--- src/rtl/gray_pkg.sv ---
// Shared Gray-code helpers and FSM state type for the SDRAM controller clock-crossing path.
// Functions work on MaxW-bit vectors; callers zero-extend narrower pointers and truncate results.
package gray_pkg;

  localparam int unsigned MaxW = 32;

  typedef enum logic [1:0] {
    StFill,
    StArm,
    StRun
  } fsm_state_e;

  // Zero bits above the caller's width decode to zero, so truncation is exact.
  function automatic logic [MaxW-1:0] gray_to_bin(input logic [MaxW-1:0] g);
    logic [MaxW-1:0] b;
    b[MaxW-1] = g[MaxW-1];
    for (int i = MaxW - 2; i >= 0; i--) begin
      b[i] = b[i+1] ^ g[i];
    end
    return b;
  endfunction

  function automatic logic [MaxW-1:0] bin_to_gray(input logic [MaxW-1:0] b);
    return b ^ (b >> 1);
  endfunction

  // Clearing the lowest set bit leaves something only if two or more bits were set.
  function automatic logic popcount_gt1(input logic [MaxW-1:0] x);
    return (x & (x - MaxW'(1))) != '0;
  endfunction

endpackage

--- src/rtl/gray_sync.sv ---
// Multi-stage flop synchroniser for a Gray-coded bus arriving from a foreign clock domain.
module gray_sync #(
  parameter int unsigned W           = 9,
  parameter int unsigned SYNC_STAGES = 2
) (
  input  logic         clk_i,
  input  logic         rst_ni,
  input  logic [W-1:0] d_i,
  output logic [W-1:0] q_o
);

  logic [W-1:0] sync_q [SYNC_STAGES];

  always_ff @(posedge clk_i or negedge rst_ni) begin
    if (!rst_ni) begin
      for (int i = 0; i < int'(SYNC_STAGES); i++) begin
        sync_q[i] <= '0;
      end
    end else begin
      sync_q[0] <= d_i;
      for (int i = 1; i < int'(SYNC_STAGES); i++) begin
        sync_q[i] <= sync_q[i-1];
      end
    end
  end

  assign q_o = sync_q[SYNC_STAGES-1];

endmodule

--- src/rtl/gray_ptr_dec.sv ---
// Receive-side Gray pointer decoder: synchronises a foreign-domain Gray pointer, decodes it,
// reports each change with its modular delta and flags illegal multi-bit transitions.
module gray_ptr_dec
  import gray_pkg::*;
#(
  parameter int unsigned W           = 9,
  parameter int unsigned SYNC_STAGES = 2
) (
  input  logic         CLKGR,
  input  logic         RSTGR_N,
  input  logic [W-1:0] gray_in,
  input  logic         err_clr,
  output logic [W-1:0] binary,
  output logic         bin_valid,
  output logic [W-1:0] bin_delta,
  output logic         gray_err
);

  localparam int unsigned CntW = $clog2(SYNC_STAGES);
  localparam logic [CntW-1:0] CntLast = CntW'(SYNC_STAGES - 1);

  fsm_state_e     state_q, state_d;
  logic [CntW-1:0] cnt_q, cnt_d;
  logic [W-1:0]   gs;
  logic [W-1:0]   gp_q, gp_d;
  logic [W-1:0]   binary_q, binary_d;
  logic [W-1:0]   delta_q, delta_d;
  logic           valid_q, valid_d;
  logic           err_q, err_d;
  logic [W-1:0]   gs_dec;
  logic           multi_bit;

  gray_sync #(
    .W           (W),
    .SYNC_STAGES (SYNC_STAGES)
  ) u_gray_sync (
    .clk_i  (CLKGR),
    .rst_ni (RSTGR_N),
    .d_i    (gray_in),
    .q_o    (gs)
  );

  assign gs_dec    = W'(gray_to_bin(MaxW'(gs)));
  assign multi_bit = popcount_gt1(MaxW'(gs ^ gp_q));

  always_comb begin
    state_d  = state_q;
    cnt_d    = cnt_q;
    gp_d     = gp_q;
    binary_d = binary_q;
    delta_d  = delta_q;
    valid_d  = 1'b0;
    // A same-cycle error set below overrides the clear.
    err_d    = err_q & ~err_clr;

    unique case (state_q)
      StFill: begin
        if (cnt_q == CntLast) begin
          state_d = StArm;
        end else begin
          cnt_d = cnt_q + CntW'(1);
        end
      end
      StArm: begin
        binary_d = gs_dec;
        gp_d     = gs;
        state_d  = StRun;
      end
      StRun: begin
        if (gs != gp_q) begin
          binary_d = gs_dec;
          delta_d  = gs_dec - binary_q;
          valid_d  = 1'b1;
          gp_d     = gs;
          if (multi_bit) begin
            err_d = 1'b1;
          end
        end
      end
      default: state_d = StFill;
    endcase
  end

  always_ff @(posedge CLKGR or negedge RSTGR_N) begin
    if (!RSTGR_N) begin
      state_q  <= StFill;
      cnt_q    <= '0;
      gp_q     <= '0;
      binary_q <= '0;
      delta_q  <= '0;
      valid_q  <= 1'b0;
      err_q    <= 1'b0;
    end else begin
      state_q  <= state_d;
      cnt_q    <= cnt_d;
      gp_q     <= gp_d;
      binary_q <= binary_d;
      delta_q  <= delta_d;
      valid_q  <= valid_d;
      err_q    <= err_d;
    end
  end

  assign binary    = binary_q;
  assign bin_valid = valid_q;
  assign bin_delta = delta_q;
  assign gray_err  = err_q;

endmodule

--- config.mk ---
export PLATFORM = sky130hd
export DESIGN_NAME = gray_ptr_dec
export DESIGN_NICKNAME = d
export VERILOG_FILES = /design/src/rtl/gray_pkg.sv /design/src/rtl/gray_sync.sv /design/src/rtl/gray_ptr_dec.sv
export SDC_FILE = /design/constraint.sdc
export NUM_CORES = 1
export LEC_CHECK = 0
export ABC_AREA = 1
export CAP_MARGIN = 30
export CORE_ASPECT_RATIO = 0.75
export CORE_MARGIN = 3
export CORE_UTILIZATION = 49
export CTS_CLUSTER_DIAMETER = 150
export DETAILED_ROUTE_END_ITERATION = 10
export PLACE_DENSITY_LB_ADDON = 0.1
export SKIP_LAST_GASP = 1
export SYNTH_ARGS = -nofsm -noshare
export SYNTH_HDL_FRONTEND = slang
export SYNTH_SLANG_ARGS = --single-unit
--- constraint.sdc ---
create_clock -name CLKGR -period 2.8 [get_ports CLKGR]
set_input_delay 0.28 -clock CLKGR [delete_from_list [all_inputs] [get_ports CLKGR]]
set_output_delay 0.28 -clock CLKGR [all_outputs]
set_load 0.005 [all_outputs]
# [Word level (Yosys, flattened, before mapping)]
# Cells that the tools add are included.
[classes] n_mul=0 order_cmp=0 reduce_logical=6 n_shift=0 n_mux=12 bitwise=13 add_sub_neg=3 n_eq_ne=5 n_div=0
[op_table] cell="case mux 9 bit (2 select lines)" count=2
[op_table] cell="AND 9 x 32 -> 32 bit" count=1
[op_table] cell="nonzero test 32 bit" count=1
[op_table] cell="two-way mux 9 bit" count=2
[op_table] cell="subtractor 9 x 1 -> 10 bit, second input constant" count=1
[op_table] cell="!= test 9 bit" count=1
[op_table] cell="subtractor 9 bit" count=1
[op_table] cell="bitwise XOR 9 bit" count=1
[op_table] cell="bitwise XOR 1 bit" count=8
[op_table] cell="two-way mux 1 bit" count=6
[op_table] cell="case mux 2 bit (3 select lines)" count=1
[op_table] cell="AND reduction 2 bit" count=3
[op_table] cell="!= test 2 bit, second input constant" count=2
[op_table] cell="equality test 2 x 1 -> 1 bit, second input constant" count=1
[op_table] cell="equality test 2 bit, second input constant" count=1
[op_table] cell="logical NOT 2 bit" count=1
[op_table] cell="two-way mux 2 bit" count=1
[op_table] cell="inverter 1 bit" count=2
[op_table] cell="nonzero test 2 bit" count=1
[op_table] cell="adder 1 bit, second input constant" count=1
[op_table] cell="AND 1 bit" count=1
[word_totals] input_bits=12 memories=0 register_bits=50 latchBits=0 output_inout_bits=20 wordCells=48 mem_bits_ro=0 ram_bits=0

# [Depth between registers and ports, before layout]
# Gate-level depths: netlist of run 1.
[logic_depth] ltp_word=10 ltp_mapped=25 depth_no_buf=25

# [Hierarchy]
# Synthesis of run 1 repeated with hierarchy kept, for this count alone.
[hier_totals] cells_unflattened=257 hier_area_um2=2373.5
[modules_own_cells] module="gray_ptr_dec" area_each_um2=1855.5 cells_per_inst=230 instances=1 seq_area_each_um2=775.7
[modules_own_cells] module="gray_sync" area_each_um2=518.0 cells_per_inst=27 instances=1 seq_area_each_um2=450.4

# [Least setup slack after synthesis of run 1]
# OpenSTA, ideal clock, no wires.
[synth_timing] path_kind="register -> register" from="reg u_gray_sync.sync_q, in the netlist u_gray_sync.q_o[8]" to="reg delta_q[6] (netlist: bin_delta[6])" period_less_slack_ns=2.799 path_buffers=0 path_stages_with_launch=26 slack_ns=0.001 arrival_ns=2.672 cell_sequence="dfrtp_1 > inv_1 > nand2_1 > nand3_1 > nand2_1 > nand2_1 > nand2_2 > nand2_1 > nand3_2 > nand2_1 > nand2_1 > nand2_1 > nand2_1 > nand3_1 > nand2_1 > inv_1 > ha_1 > inv_1 > fa_1 > nand3_1 > nand2_1 > a21oi_1 > nor2_1 > nor2_1 > xor2_1 > o21ai_0"
[synth_between] elab_chain_cells=9
[synth_rtl] item="start: declaration" line_no="gray_sync.sv:12" rtl="logic [W-1:0] sync_q [SYNC_STAGES];"
[synth_rtl] item="start signal: indexed assignment" line_no="gray_sync.sv:22" rtl="sync_q[i] <= sync_q[i-1];"
[synth_rtl] item="bitwise XOR 1 bit (8 in a row)" line_no="gray_pkg.sv:18" rtl="b[i] = b[i+1] ^ g[i];"
[synth_rtl] item="subtractor 9 bit" line_no="gray_ptr_dec.sv:72" rtl="delta_d = gs_dec - binary_q;"
[synth_rtl] item="end signal: assignment" line_no="gray_ptr_dec.sv:98" rtl="delta_q <= delta_d;"
[synth_rtl] item="end: declaration" line_no="gray_ptr_dec.sv:27" rtl="logic [W-1:0] delta_q, delta_d;"
# Several ways; a longest one is shown, not always the timed one.
# A chain may end at the register's enable or synchronous reset.

# [Worst setup path in the final report of run 1]
[layout_timing] from="reg u_gray_sync.sync_q, in the netlist u_gray_sync.q_o[8]" to="reg delta_q[5] (netlist: bin_delta[5])"
# The elaborated chain is that of the path after synthesis.

==> run metrics, run 1 <==
status=finished with violations; violated checks=setup timing; Die Span Y=65.7 microns; Fmax achieved=346 MHz; unrepaired setup endpoints after global routing=true; root buffer cell=clkbuf_8; NetSw=0.000588 W; CTS buffer count=5; Final Cycle Share=1.03; Clock Pin Slew Worst Setup and Hold Paths=100 ps; CP Capture Type=register; dominant synthesized flop cell=dfrtp_1; DRT iter0 DRCs=83; crit path max fanout=4; met1 Track Usage GR=0.274; first-pass GRT wire length=8330 microns; Comb pwr share=0.325; setup_tns=-228 ps; Reg area=1230 sq um; core area=4520 sq um; largest net degree at the start of global routing=27; Via Count=1832; Netlist cell types=27; Fin. Hold Viols=0; switch share=0.303; vias per cell=4.90; Hold WC Path Type=reg -> reg; max-slew violation count=0; overflow left after global routing=0; Final #Nets=337; Tmin final=2890 ps; dpl hpwl=3300 microns; drt pass-1 iters=4; worst slew pin tran=571 ps; clock tree buffer depth=2; worst clock skew=12.7 ps; Seq/Total Area, Yosys=0.526; clock latency on the worst-skew pair=310 ps; IO Port Bufs=31; htree depth=2; Max Cap Viol=0; cell area after layout=3230 sq um; post-route ant nets=0; Avg Synthesized Cell Area=9.40 sq um; initial antenna violation count=0; Critical Path AT=3090 ps; Clock Power Share=0.233; grt met3 use=0.0414; GP Congestion=0.828; Cell Int Power=0.00135 W; Sink Count=49; CP Class=reg -> reg; gr busiest metal=met2; final wirelength=4980 microns; Post-DP Area=2790 sq um; initial core utilization=0.516; sequential share of power=0.442; flops & latches, synth=49; vias in the first global route=1773; DRC errors left=0; static leakage=1.54 nW; I/O pins=32; final setup fails=4; Worst Path Required=3000 ps; Die Width=85.6 microns; Mapped Area=2330 sq um; FFs w/ async S/R, synth=1.00; Area Overhead vs Synth=38.5%; GRT Util Overall=0.193; slack of the critical path=-92.3 ps; worst relative slew slack=0.619; M2 GR Usage=0.291; TritonCTS clock tree=built; Rows=21; Inserted Diodes=0; # fillers=319; worst vdd ir=355 uV; Startpoint Class=register; DIE AREA=5630 sq um; WL/cell=13.3 microns; share of layout cells above drive strength 1=0.306; multi-input logic area=1120 sq um; syn nets=269; Pwr Density=601 nW/um^2; Gate Count Post-Synth=248; Yosys Warn Count=0; EDFF count, synth=0
==> sequential cells by signal, summed over array words and instances, names as in the netlist <==
register	flops
bin_valid	1
gray_err	1
u_gray_sync.q_o	9
cnt_q	1
bin_delta	9
state_q	2
u_gray_sync.sync_q	9
gp_q	9
binary	8
==> cell type report <==
cell class,count,share of cell area
clock buffers,6,0.0256
repair buffers,65,0.174
flip-flops and latches,49,0.380
clock inverters,2,0.00504
multi-input cells,158,0.347
well taps,57,0.0221
inverters,37,0.0453
==> synthesized netlist by cell type (2+ instances only) <==
| master | count | area share |
|---|---|---|
| a21oi_1 | 8 | 0.017 |
| dfrtp_1 | 49 | 0.53 |
| ha_1 | 8 | 0.043 |
| inv_1 | 36 | 0.058 |
| nand2_1 | 57 | 0.092 |
| nand2_2 | 4 | 0.011 |
| nand3_1 | 13 | 0.028 |
| nand4_1 | 2 | 0.0054 |
| nor2_1 | 10 | 0.016 |
| nor2_2 | 3 | 0.0081 |
| o211ai_1 | 2 | 0.0064 |
| o21ai_0 | 21 | 0.045 |
| o21ai_2 | 7 | 0.026 |
| xnor2_1 | 9 | 0.034 |
| xor2_1 | 7 | 0.026 |
==> cells by family after synthesis <==
kind of cell / synth area share
buffers and inverters: 0.0794
DFF: 0.526
AOI/OAI and AO/OA: 0.103
xor gates and xnor gates: 0.0601
and+or+nand+nor: 0.180
adders and majority gates: 0.0515
==> timing repair <==
action | 4_1_cts | 5_1_grt
resized for setup | 27 | 24
setup buffers | 12 | 5
hold endpoints to repair | 25 | 0
pin swaps | 13 | 16
endpoints found under the setup margin | 5 | 7
hold buffers | 1 | 0
==> through the flow <==
step,utilization,hold slack [ps],power [W],setup WS (ps),instances
5_1_grt,0.714,360,0.00205,-259,374
6_report,0.714,353,0.00194,-92.3,374
3_5_place_dp,0.617,314,0.00138,-297,348
4_1_cts,0.682,358,0.00191,-115,369
3_3_place_gp,0.617,311,0.00137,-96.2,348
2_1_floorplan,-,-15.6,0.00111,0.936,248
==> power by group through the flow <==
stage / clock, W / sequential [W] / combinational [W]
2_1_floorplan: 0 / 0.000866 / 0.000249
3_3_place_gp: 0 / 0.000862 / 0.000513
3_5_place_dp: 0 / 0.000865 / 0.000516
4_1_cts: 0.000464 / 0.000853 / 0.000588
5_1_grt: 0.000486 / 0.000868 / 0.000700
6_report: 0.000452 / 0.000856 / 0.000630
==> worst paths after layout <==
path	start	end	slack (ps)	cells past startpoint
max	u_gray_sync.q_o[8]	bin_delta[5]	-90	22
min	u_gray_sync.sync_q[13]	u_gray_sync.q_o[4]	350	0
max reg2reg	u_gray_sync.q_o[8]	bin_delta[5]	-90	22
min reg2reg	u_gray_sync.sync_q[13]	u_gray_sync.q_o[4]	350	0
max in group asynchronous	RSTGR_N	u_gray_sync.q_o[7]	1560	3
min in group asynchronous	RSTGR_N	bin_delta[5]	490	2
==> critical path: stages, from the launching register on <==
cell and delay, ps:
dfrtp_1 420, inv_2 80, nand2_2 90, nand3_4 90
nand2_4 100, nand2_4 70, nand2_4 100, nand2_4 70
nand3_4 70, nand2_2 70, nand2_2 90, nand2_2 80
buf_4 140, buf_4 120, inv_1 110, ha_4 230
a21oi_1 170, nand2_1 140, a21oi_1 150, nor2_1 50
nor2_1 100, xor2_1 150, o21ai_0 100
==> per-layer routing <==
metal,wire length [microns],share of wire
met2,2230,0.45
met4,72,0.014
met1,2450,0.49
met3,228,0.046
met5,0,0
==> layout by cell type (no fill, tap or decap), types with 2 or more instances in the layout <==
cell type	n
a21oi_1	7
buf_4	33
clkbuf_8	6
clkdlybuf4s50_1	30
dfrtp_1	48
ha_1	5
ha_4	3
inv_1	31
inv_2	5
nand2_1	43
nand2_2	12
nand2_4	7
nand3_1	2
nand3_2	7
nand3_4	5
nand4_1	2
nor2_1	10
nor2_2	3
o211ai_1	2
o21ai_0	18
o21ai_1	3
o21ai_2	7
xnor2_1	9
xor2_1	7
Power figures use the tool's default switching activity.
==> run 2: changes to the inputs <==
Settings changed: GPL_ROUTABILITY_DRIVEN set to 0, REMOVE_ABC_BUFFERS set to 1.
==> run 2 against run 1 <==
Compared with the run above:
- the flow still finishes with violations (setup timing)
- utilization down 2.8 points
- register-to-register slack better by 30 ps
- cell area is 3.9% lower
- largest cell class unchanged
- wire length down 11%
- clock skew is 7.1 ps lower
- final cell count down 4.0%
- flip-flop and latch count did not move
- power is 4.3% lower
- sequential power barely moved
==> run metrics, run 2 (same netlist as run 1, synthesis figures left out) <==
Hold Path Sink=u_gray_sync.q_o[4]; overflow left after global routing=0 (unchanged); DRT iter0 DRCs=69 (-17%); Sink Count=49 (unchanged); root buffer cell=clkbuf_8; commonest cells after routing, fill and taps aside=47 x dfrtp_1, 44 x nand2_1, 32 x inv_1; initial antenna violation count=0 (unchanged); critical path's slowest cell=dfrtp_2; Die Width=85.6 microns (unchanged); CP Class=reg -> reg; Worst Reg2Reg Path Length in Cells=25 (+14%); vias in the first global route=1660 (-6.4%); core area=4520 sq um (unchanged); Post-Layout Cell Count=359 (-4.0%); DIE AREA=5630 sq um (unchanged); WL/cell=12.3 microns (-7.6%); Max Cap Viol=0 (unchanged); violated checks=setup timing; post-route ant nets=0 (unchanged); Final #Nets=323 (-4.2%); worst clock skew=5.62 ps (-7.07 ps); Pwr Density=598 nW/um^2 (-0.48%); Buffers & Inverters on Critical Path=3 (-1); Hold WS=352 ps (-1.34 ps); unrepaired setup endpoints after global routing=true; most common cell after layout, fill and taps aside=dfrtp_1; IO Port Bufs=31 (unchanged); Clock Pin Slew Worst Setup and Hold Paths=80 ps (-20 ps); clock tree buffer depth=2 (unchanged); Inserted Diodes=0 (unchanged); slack of the critical path=-59.5 ps (+32.8 ps); CTS buffer count=5 (unchanged); share of layout cells above drive strength 1=0.262 (-0.0444); worst vdd ir=330 uV (-7.1%); Fin. Hold Viols=0 (unchanged); worst slew pin tran=465 ps (-106 ps); Area Overhead vs Synth=33.1%; most used cell, CP=nand2_2; RR Endpoint=bin_delta[6]; Critical Path AT=3040 ps (-50 ps); first-pass GRT wire length=7600 microns (-8.7%); TritonCTS clock tree=built; post-place setup slack=-252 ps (+45.2 ps); worst relative slew slack=0.690 (+0.0707); htree depth=2 (unchanged); DRC errors left=0 (unchanged); status=finished with violations; CP delay by family, top=simple AND/OR/NAND/NOR gates; Tmin final=2860 ps (-32.8 ps); static leakage=1.47 nW (-4.5%); Setup crit start=u_gray_sync.q_o[8]; hold path cells=0 (unchanged); largest net degree at the start of global routing=31 (+15%); Fmax achieved=350 MHz (+1.1%); clock latency on the worst-skew pair=290 ps (-20 ps); r2r startpoint=u_gray_sync.q_o[8]; final setup fails=3 (-1); Worst Path Required=2980 ps (-20 ps); vias per cell=4.77 (-2.7%); Rows=21 (unchanged); final wirelength=4420 microns (-11%); GRT Util Overall=0.174 (-0.0193); Placed Cells=341 (-2.0%); initial core utilization=0.516 (unchanged); max-slew violation count=0 (unchanged); r2r setup slk=-60 ps (+30 ps); I/O pins=32 (unchanged); crit path max fanout=4 (unchanged); drt pass-1 iters=4 (unchanged); CP peak stage delay=450 ps (+30 ps); Final Cycle Share=1.02 (-0.0117); dpl hpwl=3150 microns (-4.5%); Startpoint Class=register; CP Capture Type=register; hold_sp=u_gray_sync.sync_q[13]; Hold WC Path Type=reg -> reg; Via Count=1711 (-6.6%); Die Span Y=65.7 microns (unchanged)
## run 2: through the flow
step / total power [W] / instance area [sq um] / util / setup TNS [ps]
after floorplan: 0.00111 / 2290 / - / 0
after global placement: 0.00136 / 2730 / 0.604 / -136
after detailed placement: 0.00137 / 2750 / 0.608 / -558
after CTS: 0.00182 / 2950 / 0.652 / -128
after global routing: 0.00198 / 3100 / 0.687 / -1260
final: 0.00185 / 3100 / 0.687 / -131
## run 2: worst register-to-register path, delay by kind of cell, from the launching register on
kind	cells	cell delay, ps
AOI/OAI and AO/OA	2	210
xor gates and xnor gates	1	150
adders and majority gates	2	470
buffers and inverters	3	210
DFF	1	450
and+or+nand+nor	17	1290
## run 2: how the worst max path moves through the flow
stage / endpoint / slack, ps / cells after the start
2_1_floorplan: bin_delta[6] / 0.7 / 25
3_3_place_gp: bin_delta[6] / -100 / 25
3_5_place_dp: bin_delta[6] / -250 / 25
4_1_cts: bin_delta[6] / -100 / 25
5_1_grt: bin_delta[6] / -310 / 25
6_report: bin_delta[6] / -60 / 25
## run 2: where the power goes
part | switching, W | internal [W]
Sequential | 0.0000556 | 0.000798
Clock | 0.000216 | 0.000195
Combinational | 0.000264 | 0.000325
Total | 0.000536 | 0.00132
## run 2: layout make-up
type,instances,area [sq um]
flip-flops and latches,49,1230
clock inverters,1,7.51
inverters,37,149
clock buffers,6,82.6
well taps,57,71.3
repair buffers,51,470
multi-input cells,158,1090
fillers,343,1420
## run 2: per-layer routing
metal | track usage | up-vias | routed length, microns
met5 | 0 | - | 0
met4 | 0.0474 | 0 | 52
met3 | 0.0426 | 6 | 181
met2 | 0.264 | 29 | 1980
met1 | 0.249 | 784 | 2210
li1 | - | 892 | -
## run 2: repair_timing
action                                  4_1_cts  5_1_grt
buffers inserted                              4        6
gates resized for setup                      25       22
pin swaps                                    12       14
hold buffers                                  1        0
endpoints found under the hold margin        19        0
endpoints found under the setup margin        4        6
==> variant 1 (config.mk and constraints of run 2) <==
Encoding of `fsm_state_e`: now one-hot (3 bits for 3 states).
--- a/src/rtl/gray_pkg.sv
+++ b/src/rtl/gray_pkg.sv
@@ -4,10 +4,10 @@
 
   localparam int unsigned MaxW = 32;
 
-  typedef enum logic [1:0] {
-    StFill,
-    StArm,
-    StRun
+  typedef enum logic [2:0] {
+    StFill = 3'b001,
+    StArm  = 3'b010,
+    StRun  = 3'b100
   } fsm_state_e;
 
   // Zero bits above the caller's width decode to zero, so truncation is exact.
Behaviour: no difference found for any inputs over 10 cycles, from zero or initial values and one cycle with RSTGR_N low; not proved beyond that.
==> variant 1 against run 2 <==
Total power shrank 2.0%. Die area is 4.7% higher. Highest routed layer unchanged. Critical endpoint is now bin_delta[8]$_DFFE_PN0P_. Critical path type unchanged. Wire length grew 3.2%. Clock skew up 0.0029 ns. Combinational power decreased by 6.1%. Setup slack gained 0.085 ns. Final area down 0.73%. Area after synthesis is 5.1% higher. Sequential cell count up 1.
==> variant 1: results (changes against run 2) <==
global routing usage on met3=4.27% (+0.0076 points); drt wl/cell=12.8 um (+4.1%); biggest area contributors in the synthesized netlist=sky130_fd_sc_hd__dfrtp_1, sky130_fd_sc_hd__nand2_1, sky130_fd_sc_hd__inv_1; Clock buffers and inverters, area share=2.72% (-0.18 points); most numerous cell types in the synthesized netlist=sky130_fd_sc_hd__nand2_1, sky130_fd_sc_hd__dfrtp_1, sky130_fd_sc_hd__inv_1; 1st-iter DRT viols=61 (-12%); count of placed standard cells including taps=340 (-0.29%); CP max stage cell=sky130_fd_sc_hd__dfrtp_1; DR WL met3=156 um (-14%); number of unique standard cell types used by synthesis=33 (+22%); run status=completed; share of synthesized cell area in full adder, half adder and majority cells=4.90% (-0.25 points); via density per instance=5.01 (+5.0%); endpoint of the most critical register-to-register path=bin_delta[8]$_DFFE_PN0P_; met1 wire length=2.30 mm (+4.4%); launch point of the worst path=u_gray_sync.q_o[7]$_DFF_PN0_; Static Leak=1.43 nW (-2.5%); register-to-register setup slack=0.03 ns (+0.09 ns); XOR/XNOR Fraction of Synth Area=5.36% (-0.65 points); Routed Wire Length=4.56 mm (+3.2%); detailed-routing iteration count for the pre-antenna-repair pass=5 (+1); routed wire length on met2=2.02 mm (+1.8%); area share of buffers outside the clock network=12.6% (-2.6 points); Multi-Input Combinational=164 (+3.8%); vias in the first global route=1,658 (-0.12%); detailed-placement wirelength estimate=3.27 mm (+3.5%); post-synthesis cell count=253 (+2.0%)
## variant 1: cell types whose count changed after synthesis, moves of 2 or more
| cell | change |
|---|---|
| sky130_fd_sc_hd__inv_2 | +3 |
| sky130_fd_sc_hd__inv_1 | -5 |
| sky130_fd_sc_hd__nor3_1 | +2 |
| sky130_fd_sc_hd__o21ai_1 | +8 |
| sky130_fd_sc_hd__nand3_4 | +2 |
| sky130_fd_sc_hd__nor2_1 | -7 |
| sky130_fd_sc_hd__a21oi_1 | +3 |
| sky130_fd_sc_hd__nand2_4 | +3 |
| sky130_fd_sc_hd__o21ai_0 | -12 |
| sky130_fd_sc_hd__nand3_2 | +4 |
## variant 1: logic make-up after synthesis
| family | after synthesis |
|---|---|
| AO/OA/AOI/OAI | 39 |
| XOR/XNOR | 15 |
| adder cells (fa/ha/maj) | 9 |
| buffers and inverters | 39 |
| flip-flops | 50 |
| AND/OR/NAND/NOR | 101 |
## variant 1: power breakdown
group          internal, mW  total [mW]  switching, mW  leakage (nW)
Combinational         0.293       0.554          0.261         0.820
Clock                 0.177       0.399          0.222        0.0385
Sequential            0.811       0.865         0.0542         0.572
Total                  1.28        1.82          0.537          1.43
## variant 1: through the flow
step | hold slack (ns) | setup slack, ns | TNS (ns) | area (um^2)
after floorplan | -0.0156 | 0.166 | 0 | 2410
after global placement | 0.332 | 0.0382 | 0 | 2810
after detailed placement | 0.336 | -0.0501 | -0.0913 | 2810
after CTS | 0.0883 | 0.0249 | 0 | 2930
after global routing | 0.121 | -0.193 | -0.444 | 3080
final | 0.0678 | 0.0256 | 0 | 3080
## variant 1: what timing repair did
item / 4_1_cts / 5_1_grt
endpoints found under the setup margin: 2 / 6
setup buffers: 2 / 6
gates resized for setup: 3 / 27
pin swaps: 1 / 9
hold buffers: 0 / 0
gates cloned: 0 / 0
==> variant 2 (config.mk and constraints of run 2) <==
Without the edit above. `W` is set to 9 in 2 places; all go to 11.
--- a/src/rtl/gray_sync.sv
+++ b/src/rtl/gray_sync.sv
@@ -1,6 +1,6 @@
 // Multi-stage flop synchroniser for a Gray-coded bus arriving from a foreign clock domain.
 module gray_sync #(
-  parameter int unsigned W           = 9,
+  parameter int unsigned W           = 11,
   parameter int unsigned SYNC_STAGES = 2
 ) (
   input  logic         clk_i,
--- a/src/rtl/gray_ptr_dec.sv
+++ b/src/rtl/gray_ptr_dec.sv
@@ -3,7 +3,7 @@
 module gray_ptr_dec
   import gray_pkg::*;
 #(
-  parameter int unsigned W           = 9,
+  parameter int unsigned W           = 11,
   parameter int unsigned SYNC_STAGES = 2
 ) (
   input  logic         CLKGR,
Ports: changed (resized bin_delta, binary and gray_in); port bits go from 32 to 38. No check against the original RTL was run, so the function may have changed too.
==> variant 2 against run 2 <==
Largest cell class unchanged. Clock skew grew 0.0058 ns. Sequential power increased by 21%. Area after synthesis increased by 24%. Critical path depth increased by 2. Sequential share of layout area decreased by 5.0 points. Total power up 48%. Core utilization grew 9.1 points. Setup slack got worse by 0.64 ns. Sequential cell count up 10. Largest power group unchanged. The flow still finishes with violations (setup timing). Die area up 22%. Critical path type unchanged. Final area up 38%. Worst hold slack got worse by 0.28 ns. Wire length increased by 58%.
==> variant 2: results (changes against run 2) <==
wire length of the first global-routing pass=10.0 mm (+32%); count of placed standard cells including taps=455 (+33%); routed via count=2,453 (+43%); via density per instance=4.92 (+3.1%); worst-case setup margin in the final layout=-0.696 ns (-0.637 ns); maximum number of pins on one net before global-route repair=42 (+35%); endpoint of the most critical register-to-register path=bin_delta[10]$_DFFE_PN0P_; number of CTS-inserted buffers=9 (+4); worst vdd ir=0.000457 V (+39%); count of buffers from port buffering=37 (+19%); setup violators final=9 (+6); portion of the post-synthesis area used by sequential elements=51.3% (-1.3 points); Antenna Cells=0 (unchanged); biggest area contributors in the synthesized netlist=sky130_fd_sc_hd__dfrtp_1, sky130_fd_sc_hd__nand2_1, sky130_fd_sc_hd__inv_1; remaining max-slew budget at the tightest pin=39.4% (-30 points); Data arrival, critical path=3.71 ns (+0.67 ns); Synth Flop Type=sky130_fd_sc_hd__dfrtp_1; run status=finished with violations; Final nets=444 (+37%); Post-Syn Area per Cell=9.23 um^2 (-1.8%); global routing usage on met3=6.63% (+2.4 points); met2 usage in global routing=29.9% (+3.5 points); Static Leak=2.08 nW (+42%); H-tree depth=3 (+1); final hold slack=0.0711 ns (-0.281 ns); number of unique standard cell types used by synthesis=32 (+19%); Clk pin slew, worst setup/hold paths=0.07 ns; detailed-placement wirelength estimate=4.02 mm (+27%); fraction of final layout cells with drive strength greater than 1=35.8% (+9.7 points); violations in the final reports=setup timing; CP max stage cell=sky130_fd_sc_hd__dfrtp_1; longest individual stage delay on the worst path=0.43 ns (-0.02 ns); internal power component=1.92 mW (+45%); 1st-iter DRT viols=180 (+160%); clock network latency to the later pin of the worst-skew pair=0.34 ns (+0.05 ns); number of fillers in the final layout=356 (+3.8%); M1 GR Usage=25.9% (+1.0 points); CTS root buffer=sky130_fd_sc_hd__clkbuf_8; Tightest Hold Check Type=in -> async; drt wl/cell=14.0 um (+14%)
variant 2: cell count changes in the layout (fill, tap and decap cells not counted), sizes merged, moves of 6 or more:
cell           delta
o21ai             +9
clkdlybuf4s50     +6
buf              +46
inv              +12
nand2            +18
dfrtp            +10
variant 2: kinds of logic (layout without fill, tap and decap cells):
logic type | after synthesis | after routing | share of synthesized area, %
DFF | 59 | 59 | 51.3
and+or+nand+nor | 117 | 117 | 18.3
xor gates and xnor gates | 18 | 18 | 5.47
adders and majority gates | 11 | 11 | 5.04
AOI/OAI and AO/OA | 52 | 52 | 11.3
buffers and inverters | 55 | 167 | 8.60
variant 2: per-layer routing:
metal / part of all wire [%] / up-vias
met4: 0.83 / 0
met3: 6.5 / 8
li1: - / 1201
met2: 47 / 77
met5: 0 / -
met1: 46 / 1167
variant 2: final cells by class:
type	count	share of cell area, %
Sequential cell	59	34.6
Inverter	49	4.66
Clock inverter	6	1.49
Timing Repair Buffer	102	20.0
Tap cell	75	2.20
Multi-Input combinational cell	198	33.9
Clock buffer	10	3.22
variant 2: repair_timing:
item,CTS,global route
buffers inserted,22,6
setup endpoints to repair,9,10
pin swaps,12,21
cloned,0,0
gates resized for setup,32,42
variant 2: worst max-delay path by stage:
stage	startpoint	to	slack, ns
final	u_gray_sync.q_o[9]$_DFF_PN0_	bin_delta[10]$_DFFE_PN0P_	-0.70
after floorplan	u_gray_sync.q_o[9]$_DFF_PN0_	bin_delta[10]$_DFFE_PN0P_	-0.64
after detailed placement	u_gray_sync.q_o[9]$_DFF_PN0_	bin_delta[10]$_DFFE_PN0P_	-0.88
after global routing	u_gray_sync.q_o[9]$_DFF_PN0_	bin_delta[10]$_DFFE_PN0P_	-0.97
after CTS	u_gray_sync.q_o[10]$_DFF_PN0_	bin_delta[10]$_DFFE_PN0P_	-0.58
after global placement	u_gray_sync.q_o[9]$_DFF_PN0_	bin_delta[10]$_DFFE_PN0P_	-0.69
variant 2: power by group through the flow:
| stage | clock network [mW] | registers [mW] | logic (mW) |
|---|---|---|---|
| after floorplan | 0 | 1.05 | 0.315 |
| after global placement | 0 | 1.04 | 0.709 |
| after detailed placement | 0 | 1.04 | 0.724 |
| after CTS | 0.797 | 1.03 | 0.829 |
| after global routing | 0.847 | 1.05 | 1.02 |
| final | 0.773 | 1.03 | 0.929 |
variant 2: metrics by stage:
step	setup slack [ns]	TNS (ns)	utilization [%]	area, um^2	power (mW)
final	-0.696	-4.70	77.7	4270	2.74
after global routing	-0.975	-6.73	77.7	4270	2.91
after CTS	-0.579	-3.35	73.5	4040	2.66
after detailed placement	-0.883	-4.78	64.9	3570	1.77
after global placement	-0.686	-3.18	64.9	3570	1.75
after floorplan	-0.640	-1.52	-	2830	1.36
